--- config.mk ---
export PLATFORM = sky130hd
export DESIGN_NAME = rtc_calendar_counter
export DESIGN_NICKNAME = d
export VERILOG_FILES = /design/src/rtl/rtc_calendar_counter.sv
export SDC_FILE = /design/constraint.sdc
export NUM_CORES = 1
export LEC_CHECK = 0
export CAP_MARGIN = 20
export CORE_ASPECT_RATIO = 1.4
export CORE_UTILIZATION = 55
export DETAILED_ROUTE_END_ITERATION = 6
export DONT_BUFFER_PORTS = 1
export PLACE_DENSITY = 0.7
export REMOVE_ABC_BUFFERS = 1
export SETUP_SLACK_MARGIN = 0.02
export SLEW_MARGIN = 15
export SYNTH_ARGS = -nofsm -noshare
export SYNTH_HDL_FRONTEND = slang
export SYNTH_SLANG_ARGS = --single-unit
--- constraint.sdc ---
create_clock -name clk_i -period 12.66 [get_ports clk_i]
set_input_delay 0.633 -clock clk_i [delete_from_list [all_inputs] [get_ports clk_i]]
set_output_delay 0.633 -clock clk_i [all_outputs]
set_load 0.02 [all_outputs]
--- src/rtl/rtc_calendar_counter.sv ---
// System-clock RTC: prescaled seconds tick, Gregorian calendar, validated valid/ready preset.
// Define RTC_CAL_ALARM_EN to add the hh:mm:ss alarm compare and its ports.
module rtc_calendar_counter #(
  parameter int TICK_DIV = 32768,
  parameter int YEAR_W   = 12,
  parameter int RST_YEAR = 2000
) (
  input  logic              clk_i,
  input  logic              rst_i,
  input  logic              enable_i,
  input  logic              mode_i,
  input  logic              load_valid_i,
  output logic              load_ready_o,
  input  logic [5:0]        load_sec_i,
  input  logic [5:0]        load_min_i,
  input  logic [4:0]        load_hour_i,
  input  logic              load_pm_i,
  input  logic [2:0]        load_dow_i,
  input  logic [4:0]        load_dom_i,
  input  logic [3:0]        load_month_i,
  input  logic [YEAR_W-1:0] load_year_i,
  output logic              load_err_o,
  output logic              tick_o,
  output logic [5:0]        cur_sec_o,
  output logic [5:0]        cur_min_o,
  output logic [4:0]        cur_hour_o,
  output logic [1:0]        cur_mode_o,
  output logic [2:0]        cur_dow_o,
  output logic [4:0]        cur_dom_o,
  output logic [3:0]        cur_month_o,
  output logic [YEAR_W-1:0] cur_year_o
`ifdef RTC_CAL_ALARM_EN
  ,
  input  logic              alarm_set_i,
  input  logic [5:0]        alarm_sec_i,
  input  logic [5:0]        alarm_min_i,
  input  logic [4:0]        alarm_hour_i,
  input  logic              alarm_en_i,
  output logic              alarm_o
`endif
);

  localparam int PW = $clog2(TICK_DIV);
  localparam logic [PW-1:0] PRESC_MAX = PW'(TICK_DIV - 1);

  typedef enum logic {IDLE, BUSY} state_t;

  function automatic logic is_leap(input logic [YEAR_W-1:0] y);
    int unsigned yi;
    yi = 32'(y);
    return ((yi % 4) == 0 && (yi % 100) != 0) || (yi % 400) == 0;
  endfunction

  function automatic logic [4:0] days_in_month(input logic [3:0] m, input logic [YEAR_W-1:0] y);
    case (m)
      4'd4, 4'd6, 4'd9, 4'd11: return 5'd30;
      4'd2:                    return is_leap(y) ? 5'd29 : 5'd28;
      default:                 return 5'd31;
    endcase
  endfunction

  state_t            state;
  logic [PW-1:0]     presc;
  logic [5:0]        sec_q, min_q;
  logic [4:0]        hour_q, dom_q;
  logic [2:0]        dow_q;
  logic [3:0]        month_q;
  logic [YEAR_W-1:0] year_q;

  logic [5:0]        ld_sec, ld_min;
  logic [4:0]        ld_hour, ld_dom;
  logic              ld_pm, ld_mode;
  logic [2:0]        ld_dow;
  logic [3:0]        ld_month;
  logic [YEAR_W-1:0] ld_year;

  logic [5:0]        n_sec, n_min;
  logic [4:0]        n_hour, n_dom;
  logic [2:0]        n_dow;
  logic [3:0]        n_month;
  logic [YEAR_W-1:0] n_year;
  logic [4:0]        ld_hour24;
  logic              ld_hour_ok, ld_ok, wrap, commit;

  assign wrap   = enable_i && (presc == PRESC_MAX);
  assign commit = (state == BUSY) && ld_ok;

  // Post-advance calendar: each field carries only when every lower field wraps.
  always_comb begin
    // NOTE: every output of this block gets a default first so no path infers a latch.
    n_sec = sec_q;  n_min = min_q;  n_hour = hour_q;  n_dow = dow_q;
    n_dom = dom_q;  n_month = month_q;  n_year = year_q;
    if (sec_q != 6'd59) n_sec = sec_q + 6'd1;
    else begin
      n_sec = '0;
      if (min_q != 6'd59) n_min = min_q + 6'd1;
      else begin
        n_min = '0;
        if (hour_q != 5'd23) n_hour = hour_q + 5'd1;
        else begin
          n_hour = '0;
          n_dow  = (dow_q == 3'd7) ? 3'd1 : dow_q + 3'd1;
          if (dom_q != days_in_month(month_q, year_q)) n_dom = dom_q + 5'd1;
          else begin
            n_dom = 5'd1;
            if (month_q != 4'd12) n_month = month_q + 4'd1;
            else begin
              n_month = 4'd1;
              n_year  = year_q + 1'b1;
            end
          end
        end
      end
    end
  end

  always_comb begin
    ld_hour24  = ld_hour;
    ld_hour_ok = (ld_hour <= 5'd23);
    if (ld_mode) begin
      ld_hour_ok = (ld_hour >= 5'd1) && (ld_hour <= 5'd12);
      if (ld_pm) ld_hour24 = (ld_hour == 5'd12) ? 5'd12 : ld_hour + 5'd12;
      else       ld_hour24 = (ld_hour == 5'd12) ? 5'd0  : ld_hour;
    end
    ld_ok = (ld_sec < 6'd60) && (ld_min < 6'd60) && ld_hour_ok && (ld_dow != 3'd0) &&
            (ld_month >= 4'd1) && (ld_month <= 4'd12) && (ld_dom >= 5'd1) &&
            (ld_dom <= days_in_month(ld_month, ld_year));
  end

  // NOTE: the preset capture registers carry no reset; BUSY is only ever entered through a capture.
  always_ff @(posedge clk_i) begin
    if (state == IDLE && load_valid_i && load_ready_o) begin
      ld_sec   <= load_sec_i;    ld_min  <= load_min_i;  ld_hour  <= load_hour_i;
      ld_pm    <= load_pm_i;     ld_mode <= mode_i;      ld_dow   <= load_dow_i;
      ld_dom   <= load_dom_i;    ld_month <= load_month_i; ld_year <= load_year_i;
    end
  end

  always_ff @(posedge clk_i) begin
    if (rst_i) begin
      state <= IDLE;  presc <= '0;
      sec_q <= '0;  min_q <= '0;  hour_q <= '0;
      dow_q <= 3'd1;  dom_q <= 5'd1;  month_q <= 4'd1;  year_q <= YEAR_W'(RST_YEAR);
      load_ready_o <= 1'b1;  load_err_o <= 1'b0;  tick_o <= 1'b0;
    end else begin
      tick_o     <= wrap && !commit;
      load_err_o <= 1'b0;
      if (commit)        presc <= '0;
      else if (enable_i) presc <= wrap ? '0 : presc + 1'b1;
      // A committing preset overrides a coincident advance.
      if (commit) begin
        sec_q <= ld_sec;  min_q <= ld_min;  hour_q <= ld_hour24;
        dow_q <= ld_dow;  dom_q <= ld_dom;  month_q <= ld_month;  year_q <= ld_year;
      end else if (wrap) begin
        sec_q <= n_sec;  min_q <= n_min;  hour_q <= n_hour;
        dow_q <= n_dow;  dom_q <= n_dom;  month_q <= n_month;  year_q <= n_year;
      end
      case (state)
        IDLE: if (load_valid_i && load_ready_o) begin
          state        <= BUSY;
          load_ready_o <= 1'b0;
        end
        BUSY: begin
          load_err_o   <= !ld_ok;
          state        <= IDLE;
          load_ready_o <= 1'b1;
        end
        default: state <= IDLE;
      endcase
    end
  end

  // 12h view is derived from the 24h state so mode_i can change at any time.
  always_comb begin
    cur_hour_o = hour_q;
    cur_mode_o = {1'b0, mode_i};
    if (mode_i) begin
      cur_mode_o[1] = (hour_q >= 5'd12);
      if (hour_q == 5'd0)      cur_hour_o = 5'd12;
      else if (hour_q > 5'd12) cur_hour_o = hour_q - 5'd12;
    end
  end

  assign cur_sec_o   = sec_q;
  assign cur_min_o   = min_q;
  assign cur_dow_o   = dow_q;
  assign cur_dom_o   = dom_q;
  assign cur_month_o = month_q;
  assign cur_year_o  = year_q;

`ifdef RTC_CAL_ALARM_EN
  logic [5:0] alarm_sec, alarm_min;
  logic [4:0] alarm_hour;

  always_ff @(posedge clk_i) begin
    if (rst_i) begin
      alarm_sec <= '0;  alarm_min <= '0;  alarm_hour <= '0;
      alarm_o   <= 1'b0;
    end else begin
      if (alarm_set_i) begin
        alarm_sec <= alarm_sec_i;  alarm_min <= alarm_min_i;  alarm_hour <= alarm_hour_i;
      end
      alarm_o <= wrap && !commit && alarm_en_i &&
                 (n_sec == alarm_sec) && (n_min == alarm_min) && (n_hour == alarm_hour);
    end
  end
`endif

endmodule

-- Yosys cells after proc, flatten, opt, wreduce, memory -nomap -nowiden
Index checks and enable logic that the tools add are counted.
- flip-flop bits (word level): 103
- bits in latches: 0
- RAM bits: 0
- bits in read-only memories: 0
- input bits: 47
- output and inout port bits: 46
- word-level logic and storage cells: 168
- memories kept: 0
- $add $sub $neg: 10
- multiply operators: 0
- divide/modulo/power cells: 4
- magnitude comparators: 11
- eq/ne operators: 24
- shift operators: 0
- multiplexer cells: 59
- bitwise gates (word level): 1
- reduce and logical (&&, ||, !) cells: 38
- operator list (operator ; count):
    32-bit zero test ; 4
    5-bit two-way mux ; 21
    12-bit two-way mux ; 7
    12-bit by 7-bit remainder unit with 32-bit output (second input constant) ; 2
    12-bit by 9-bit remainder unit with 32-bit output (second input constant) ; 2
    32-bit nonzero test ; 2
    6-bit two-way mux ; 7
    4-bit two-way mux ; 7
    3-bit two-way mux ; 6
    4-bit by 3-bit == test with 1-bit output (second input constant) ; 4
    4-bit == test (second input constant) ; 4
    1-bit logical AND ; 16
    15-bit by 1-bit adder with 15-bit output (second input constant) ; 1
    15-bit == test (second input constant) ; 1
    15-bit two-way mux ; 1
    12-bit by 1-bit adder with 12-bit output (second input constant) ; 1
    6-bit by 1-bit adder with 6-bit output (second input constant) ; 2
    6-bit < comparator (second input constant) ; 2
    6-bit inequality test (second input constant) ; 2
    5-bit by 1-bit adder with 5-bit output (second input constant) ; 2
    5-bit by 1-bit >= comparator with 1-bit output (second input constant) ; 2
    2-bit inequality test (second input constant) ; 5
    4-bit by 2-bit == test with 1-bit output (second input constant) ; 2
    2-bit case mux with 2 select lines ; 2
    other kinds (32) ; 42

-- Longest topological paths before layout
Gate-level depths: netlist (run 1).
- word-level depth: 16
- depth in mapped cells: 34
- mapped depth without buffers: 32

-- Worst setup path after synthesis (run 1)
Ideal clock, no wire load.
- path kind: register to register
- start point: reg ld_year[8]
- end point: reg year_q[10] (netlist: cur_year_o[10])
- arrival time: 6.984 ns
- path slack: 5.591 ns
- cell stages (with the launch flop): 32
- buffers on the path: 1
- clock period less this slack: 7.069 ns
- cell sequence: edfxtp_1 -> nor3_1 -> nor2_1 -> ha_1 -> or3_1 -> o21ai_0 -> nor2_1 -> and3_1 -> or4_1 -> a211oi_1 -> nor2b_1 -> o21ai_0 -> a31oi_1 -> a21boi_0 -> a21oi_1 -> xnor2_1 -> or2_2 -> mux2i_1 -> a31oi_1 -> ha_1 -> nand2_1 -> nand4_1 -> o221ai_1 -> inv_1 -> nand2_1 -> o31ai_1 -> and2_1 -> clkbuf_1 -> nand2_1 -> or4_1 -> or2_2 -> a211oi_1
- longest elaborated chain between the ends: 11
- RTL lines (element ; line ; RTL):
    start: declaration ; 75 ; logic [YEAR_W-1:0] ld_year;
    start signal: assignment ; 135 ; ld_dom <= load_dom_i; ld_month <= load_month_i; ld_year <= load_year_i;
    12-bit by 7-bit remainder unit with 32-bit output ; 51 ; return ((yi % 4) == 0 && (yi % 100) != 0) || (yi % 400) == 0;
    32-bit nonzero test ; 51 ;
    1-bit logical AND ; 51 ;
    1-bit logical OR (*) ; 51 ;
    1-bit two-way mux (*) ; 57 ; 4'd2: return is_leap(y) ? 5'd29 : 5'd28;
    2-bit case mux with 2 select lines (*) ; 55 ; case (m)
    5-bit less-or-equal comparator (*) ; 127 ; (ld_dom <= days_in_month(ld_month, ld_year));
    1-bit logical AND (*) ; 126 ; (ld_month >= 4'd1) && (ld_month <= 4'd12) && (ld_dom >= 5'd1) &&
    1-bit logical AND (*) ; 86 ; assign commit = (state == BUSY) && ld_ok;
    2-bit inequality test (no line) / 2-bit nonzero test (equally long branches) ; - ;
    6-bit AND reduction (no line) ; - ;
    end signal: assignment ; 153 ; dow_q <= ld_dow; dom_q <= ld_dom; month_q <= ld_month; year_q <= ld_year;
    end signal: assignment ; 156 ; dow_q <= n_dow; dom_q <= n_dom; month_q <= n_month; year_q <= n_year;
    end: declaration ; 68 ; logic [YEAR_W-1:0] year_q;
Mark *: on every way between the ends. The rest lies on a longest branch, timed or not.
A chain may end at the register's enable or synchronous reset.

-- Final worst setup path (run 1)
Same ends and word-level chain as after synthesis.

==> metrics.md, run 1 <==
| Metric | Value |
|---|---|
| Status | complete, no violations |
| DRC violation count after routing | 0 |
| FF+latch count, synth | 103 |
| Die Wd | 99.62 um |
| Drt total wl | 18.82 mm |
| Hold-fix buffers, CTS | 0 |
| Arr. time, crit path | 8960 ps |
| Worst slew pin tran | 1135 ps |
| Final min period | 8691 ps |
| Syn_area_per_cell | 8.281 um^2 |
| Post-DP HPWL | 13.66 mm |
| Reg2reg start | ld_year[8]$_DFFE_PP_ |
| Synth area leaders | edfxtp_1 (18%), dfxtp_1 (16%), nand2_1 (4.6%) |
| Fin crit share | 68.65% |
| Critical R2R Capture | cur_year_o[10]$_SDFFE_PP1P_ |
| Worst Skew | 11.23 ps |
| Routability cong. | 0.9153 |
| Root Driver | clkbuf_16 |
| Fin Setup TNS | 0 ps |
| Fin Hold WS | 343.3 ps |
| CTS Buffer Depth | 2 |
| Vias per inst | 6.605 |
| Drt wl/cell | 18.17 um |
| Cts bufs inserted | 9 |
| Top_reg_cell synth | dfxtp_1 |
| Via count | 6843 |
| DRT iter0 DRCs | 443 |
| Switching power | 0.3330 mW |
| CP Class | reg2reg |
| Hold Path Class | in2reg |
| Layout Nets | 921 |
| Gr usage total | 27.53% |
| Post-synth cell types | 95 |
| Post-synth top area share | 17.60% |
| Max_cap viols | 0 |
| Final setup violation count | 0 |
| Asr flop ratio synth | 0% |
| Die area | 0.01381 mm^2 |
| First-pass GRT wire length | 31.06 mm |
| Detail Route Antenna Nets | 0 |
| Io pins | 93 |
| Post-synth top area cell | edfxtp_1 |
| Drt pass-1 iters | 5 |
| Max-slew violations | 0 |
| Post-synthesis sequential area ratio | 33.97% |
| Layout cells sized above 1 | 6.674% |
| Switching Share | 35.30% |
| CP dominant cell by count | nand2_1 |
| Post-CTS setup buffers | 0 |
| Synthesized cell area | 0.007337 mm^2 |
| Final hold vios | 0 |
| Input/output buffers | 0 |
| Reg2Reg Setup Slack | 3970 ps |
| Clk sinks | 103 |
| Slowest stage cell on the critical path | a211oi_1 |
| Commonest non-fill, non-tap cell in the layout | nand2_1 |
| Combinational power share | 29.6% |
| Post-cts resize count | 0 |
| Most frequent cells in the layout | nand2_1 (88), nor2_1 (87), dfxtp_1 (60) |
| Part of the power in registers | 41.7% |
| EDFF count, synth | 43 |
| Slew margin rel. | 23.78% |
| Clock transition at the registers of the reported paths | 70 ps |
| Leakage | 2.621 nW |
| Die H | 138.7 um |
| Vias in the first global route | 6488 |
| Setup crit start | ld_year[8]$_DFFE_PP_ |
| Post-Syn Instances | 886 |
| PD cells | 123.0 mW/mm^2 |
| Worst setup endpoint | cur_year_o[10]$_SDFFE_PP1P_ |
| Peak supply drop | 0.09292 mV |
| Overflow after GRT | 0 |
| Row cnt | 49 |
| Critical Path RT | 12930 ps |
| Hold Path Cell Cnt | 1 |
| CORE AREA | 0.01294 mm^2 |
| Max Freq | 115.1 MHz |
| Area Overhead vs Synth | 4.536% |
| Crit-path max cell delay | 790 ps |
| R2R cell count | 30 |
| CTS tree | done |
| RSZ-0062 raised after global routing | no |
| Crit start category | flop |
| CP Max Fanout | 23 |
| Clock Latency Late Sink | 350 ps |
| Initial Util | 56.72% |
| H-tree depth | 3 |
| Clock power share | 28.6% |
| Largest net degree at the start of global routing | 58 |
| CP endpoint kind | flop |
| Antenna violations before repair | 4 |
| Yosys Warn Count | 0 |
| Cell Int Power | 0.6102 mW |
==> worst max-delay path, delay by kind of cell (launching register included) <==
kind	cells	cell delay, ps
mux	1	140
fa+ha+maj	2	510
xor+xnor	1	170
simple gates	16	4720
buf+inv	1	130
compound gates	9	2350
flops	1	570
==> cells by family after synthesis <==
kind of cell             share of synthesized area, %
adder cells (fa/ha/maj)                         4.536
buffers and inverters                           4.570
XOR/XNOR                                        4.127
AND/OR/NAND/NOR                                 26.96
AO/OA/AOI/OAI                                   24.32
multiplexers                                    1.518
flip-flops                                      33.97
==> final cells by class <==
class	instances	area [um^2]
repair buffers	3	22.52
well taps	178	222.7
clock inverters	7	65.06
clock buffers	9	225.2
multi-input cells	701	4516
inverters	31	116.4
fillers	1144	5266
diodes	4	10.01
flip-flops and latches	103	2492
==> synth_stat cells (9+ instances only) <==
master    number
nand2_1       89
nor2_1        88
dfxtp_1       60
nor3_1        44
edfxtp_1      43
o21ai_0       42
a21oi_1       39
clkbuf_1      35
nand3_1       35
inv_1         30
ha_1          25
o31ai_1       18
a31oi_1       17
nand4_1       17
a211oi_1      16
xnor2_1       16
and2_1        14
o211ai_1      14
and3_1        13
xor2_1        13
or3_1         12
a311oi_1      10
buf_2         10
or4_1         10
o21a_1         9
==> state kept, by name (all words and copies together) (netlist names), 3 cells and up <==
signal and count:
cur_dom_o 5, cur_dow_o 3, cur_min_o 6, cur_month_o 4, cur_sec_o 6, cur_year_o 12
hour_q 5, ld_dom 5, ld_dow 3, ld_hour 5, ld_min 6, ld_month 4
ld_sec 6, ld_year 12, presc 15
==> power groups by stage <==
stage | Combinational (mW) | Sequential [mW] | Clock (mW)
6_report | 0.280 | 0.394 | 0.270
5_1_grt | 0.308 | 0.397 | 0.285
4_1_cts | 0.276 | 0.393 | 0.274
3_5_place_dp | 0.274 | 0.401 | 0
3_3_place_gp | 0.265 | 0.400 | 0
2_1_floorplan | 0.223 | 0.393 | 0
==> worst min path at each step <==
stage                     slack, ps                         to                    from
after floorplan                 460     presc[13]$_SDFFE_PP0P_  presc[13]$_SDFFE_PP0P_
after CTS                       340  cur_min_o[4]$_SDFFE_PP0P_                   rst_i
final                           340  cur_min_o[0]$_SDFFE_PP0P_                   rst_i
after global routing            340     hour_q[4]$_SDFFE_PP0P_                   rst_i
after detailed placement        490     presc[13]$_SDFFE_PP0P_  presc[13]$_SDFFE_PP0P_
after global placement          470     presc[13]$_SDFFE_PP0P_  presc[13]$_SDFFE_PP0P_
==> metal layers <==
layer	part of all wire, %	vias to the layer above	GRT usage, %
met2	50	273	46.42
met4	2.6	0	12.23
met5	0	-	0
met1	41	3258	34.17
met3	6.7	44	4.839
li1	-	3268	-
==> metrics by stage <==
step	util [%]	power, mW	setup slack, ps	instance area, um^2	std cells
finish	59.29	0.9432	3969	7670	1036
floorplan	-	0.6152	4288	7118	835
global route	59.29	0.9894	3061	7670	1036
CTS	59.21	0.9429	4034	7660	1032
global placement	56.97	0.6651	4491	7370	1016
detailed placement	56.97	0.6746	4061	7370	1016
Power figures use the tool's default switching activity.
==> inputs of run 2 (changes only) <==
--- a/config.mk
+++ b/config.mk
@@ -10,7 +10,7 @@
 export CORE_UTILIZATION = 55
 export DETAILED_ROUTE_END_ITERATION = 6
 export DONT_BUFFER_PORTS = 1
-export PLACE_DENSITY = 0.7
+export PLACE_DENSITY = 0.73
 export REMOVE_ABC_BUFFERS = 1
 export SETUP_SLACK_MARGIN = 0.02
 export SLEW_MARGIN = 15
==> constraint.sdc (replaced) <==
create_clock -name clk_i -period 7.1 [get_ports clk_i]
set_input_delay 0.355 -clock clk_i [delete_from_list [all_inputs] [get_ports clk_i]]
set_output_delay 0.355 -clock clk_i [all_outputs]
set_load 0.02 [all_outputs]
==> run 2 against run 1 <==
Register-to-register slack got worse by 3500 ps. Utilization increased by 2.0 points. Clock skew decreased by 3.3 ps. Total power increased by 82%. First-iteration DRC count decreased by 2.5%. Global-route usage increased by 0.38 points. Clock power increased by 81%. Clock-buffer cell count increased by 2. Die area unchanged. Via count increased by 0.76%. Flip-flop and latch count unchanged. Non-clock buffer count increased by 23.
==> metrics.md, run 2 (synthesis results as in run 1) <==
| Metric | Value |
|---|---|
| CP endpoint kind | flop |
| Slowest stage cell on the critical path | or4_4 |
| CP Class | reg2reg |
| Drt pass-1 iters | 7 |
| H-tree depth | 3 |
| Filler Cell Count | 1121 |
| CP delay by family, top | simple AND/OR/NAND/NOR gates |
| Die Wd | 99.62 um |
| Leakage | 2.778 nW |
| Slew margin rel. | 36.91% |
| Crit start category | flop |
| Status | complete, no violations |
| Max-slew violations | 0 |
| Setup crit start | ld_year[9]$_DFFE_PP_ |
| CP Max Fanout | 11 |
| Worst slew pin tran | 946.4 ps |
| Via count | 6895 |
| First-pass GRT wire length | 31.36 mm |
| Overall Power | 1.716 mW |
| CTS Buffer Depth | 2 |
| Layout Nets | 944 |
| Vias in the first global route | 6578 |
| Critical Path RT | 7360 ps |
| Reg2reg start | ld_year[9]$_DFFE_PP_ |
| Overflow after GRT | 0 |
| CTS tree | done |
| Fin util | 61.32% |
| Hold Startpoint | rst_i |
| Most frequent cells in the layout | nand2_1 (85), nor2_1 (85), dfxtp_1 (60) |
| DRC violation count after routing | 0 |
| Row cnt | 49 |
| Max Freq | 151.1 MHz |
| Antenna violations before repair | 0 |
| Root Driver | clkbuf_16 |
| Post-DP HPWL | 14.43 mm |
| Hold Path Class | in2reg |
| Clock transition at the registers of the reported paths | 70 ps |
| Die area | 0.01381 mm^2 |
| Most flops, register | presc |
| Worst Skew | 7.940 ps |
| DRT iter0 DRCs | 432 |
| PD cells | 216.3 mW/mm^2 |
| Crit-path max cell delay | 570 ps |
| Max FFs per register | 15 |
| Final min period | 6618 ps |
| Detail Route Antenna Nets | 0 |
| Initial Util | 56.72% |
| Clock Latency Late Sink | 350 ps |
| Post-Layout Inst Area | 0.007933 mm^2 |
| Drt wl/cell | 18.50 um |
| Routability cong. | 0.8699 |
| Largest net degree at the start of global routing | 53 |
| Max_cap viols | 0 |
| Peak supply drop | 0.1649 mV |
| Cts bufs inserted | 9 |
| Io pins | 93 |
| Placed inst area | 0.007512 mm^2 |
| Arr. time, crit path | 6880 ps |
| Layout cells sized above 1 | 11.17% |
| Vias per inst | 6.536 |
| CORE AREA | 0.01294 mm^2 |
| Input/output buffers | 0 |
| Final hold vios | 0 |
| Gr usage total | 27.91% |
| Area Overhead vs Synth | 8.117% |
| CP bufs+invs | 3 |
| Final setup violation count | 0 |
| Drt total wl | 19.52 mm |
| Ant diodes | 0 |
| Die H | 138.7 um |
| Fin crit share | 93.22% |
| Clk sinks | 103 |
## run 2: cell types whose count changed in the layout (fill, tap and decap cells not counted), sizes merged
cell / change
buf: +23
diode: -4
inv: -3
clkbuf: +2
bufinv: +1
## run 2: layout make-up
class | instances | area [um^2] | share of cell area [%]
clock inverters | 5 | 57.56 | 0.7256
clock buffers | 11 | 232.7 | 2.934
well taps | 178 | 222.7 | 2.808
repair buffers | 26 | 202.7 | 2.555
multi-input cells | 701 | 4608 | 58.09
inverters | 31 | 116.4 | 1.467
flip-flops and latches | 103 | 2492 | 31.42
## run 2: report_power, final
| part | switching, mW | internal (mW) | total [mW] |
|---|---|---|---|
| Sequential | 0.0481 | 0.647 | 0.696 |
| Clock | 0.215 | 0.274 | 0.489 |
| Combinational | 0.318 | 0.212 | 0.531 |
## run 2: final timing paths
kind,slack (ps),depth (start not counted),to
min reg2reg,490,2,presc[13]$_SDFFE_PP0P_
max reg2reg,480,32,cur_year_o[10]$_SDFFE_PP1P_
min,70,1,cur_min_o[3]$_SDFFE_PP0P_
max,480,32,cur_year_o[10]$_SDFFE_PP1P_
## run 2: routing by layer
metal	share of wire, %	GRT usage, %
met5	0	0
met4	3.1	10.84
met1	39	31.65
met2	52	50.55
met3	6.2	5.796
## run 2: metrics by stage
step	setup TNS (ps)	hold WS [ps]	instances	worst slack, ps
after floorplan	-23650	424.1	835	-1272
after global placement	0	429.7	1035	30.68
after detailed placement	-818.0	433.4	1035	-250.3
after CTS	0	64.87	1051	60.89
after global routing	-159.7	63.62	1055	-70.21
final	0	72.39	1055	481.7
## run 2: what timing repair did
action,4_1_cts,5_1_grt
setup buffers,0,4
hold buffers,0,0
resized for setup,5,28
setup endpoints to repair,8,42
pin swaps,0,4
endpoints found under the hold margin,0,0
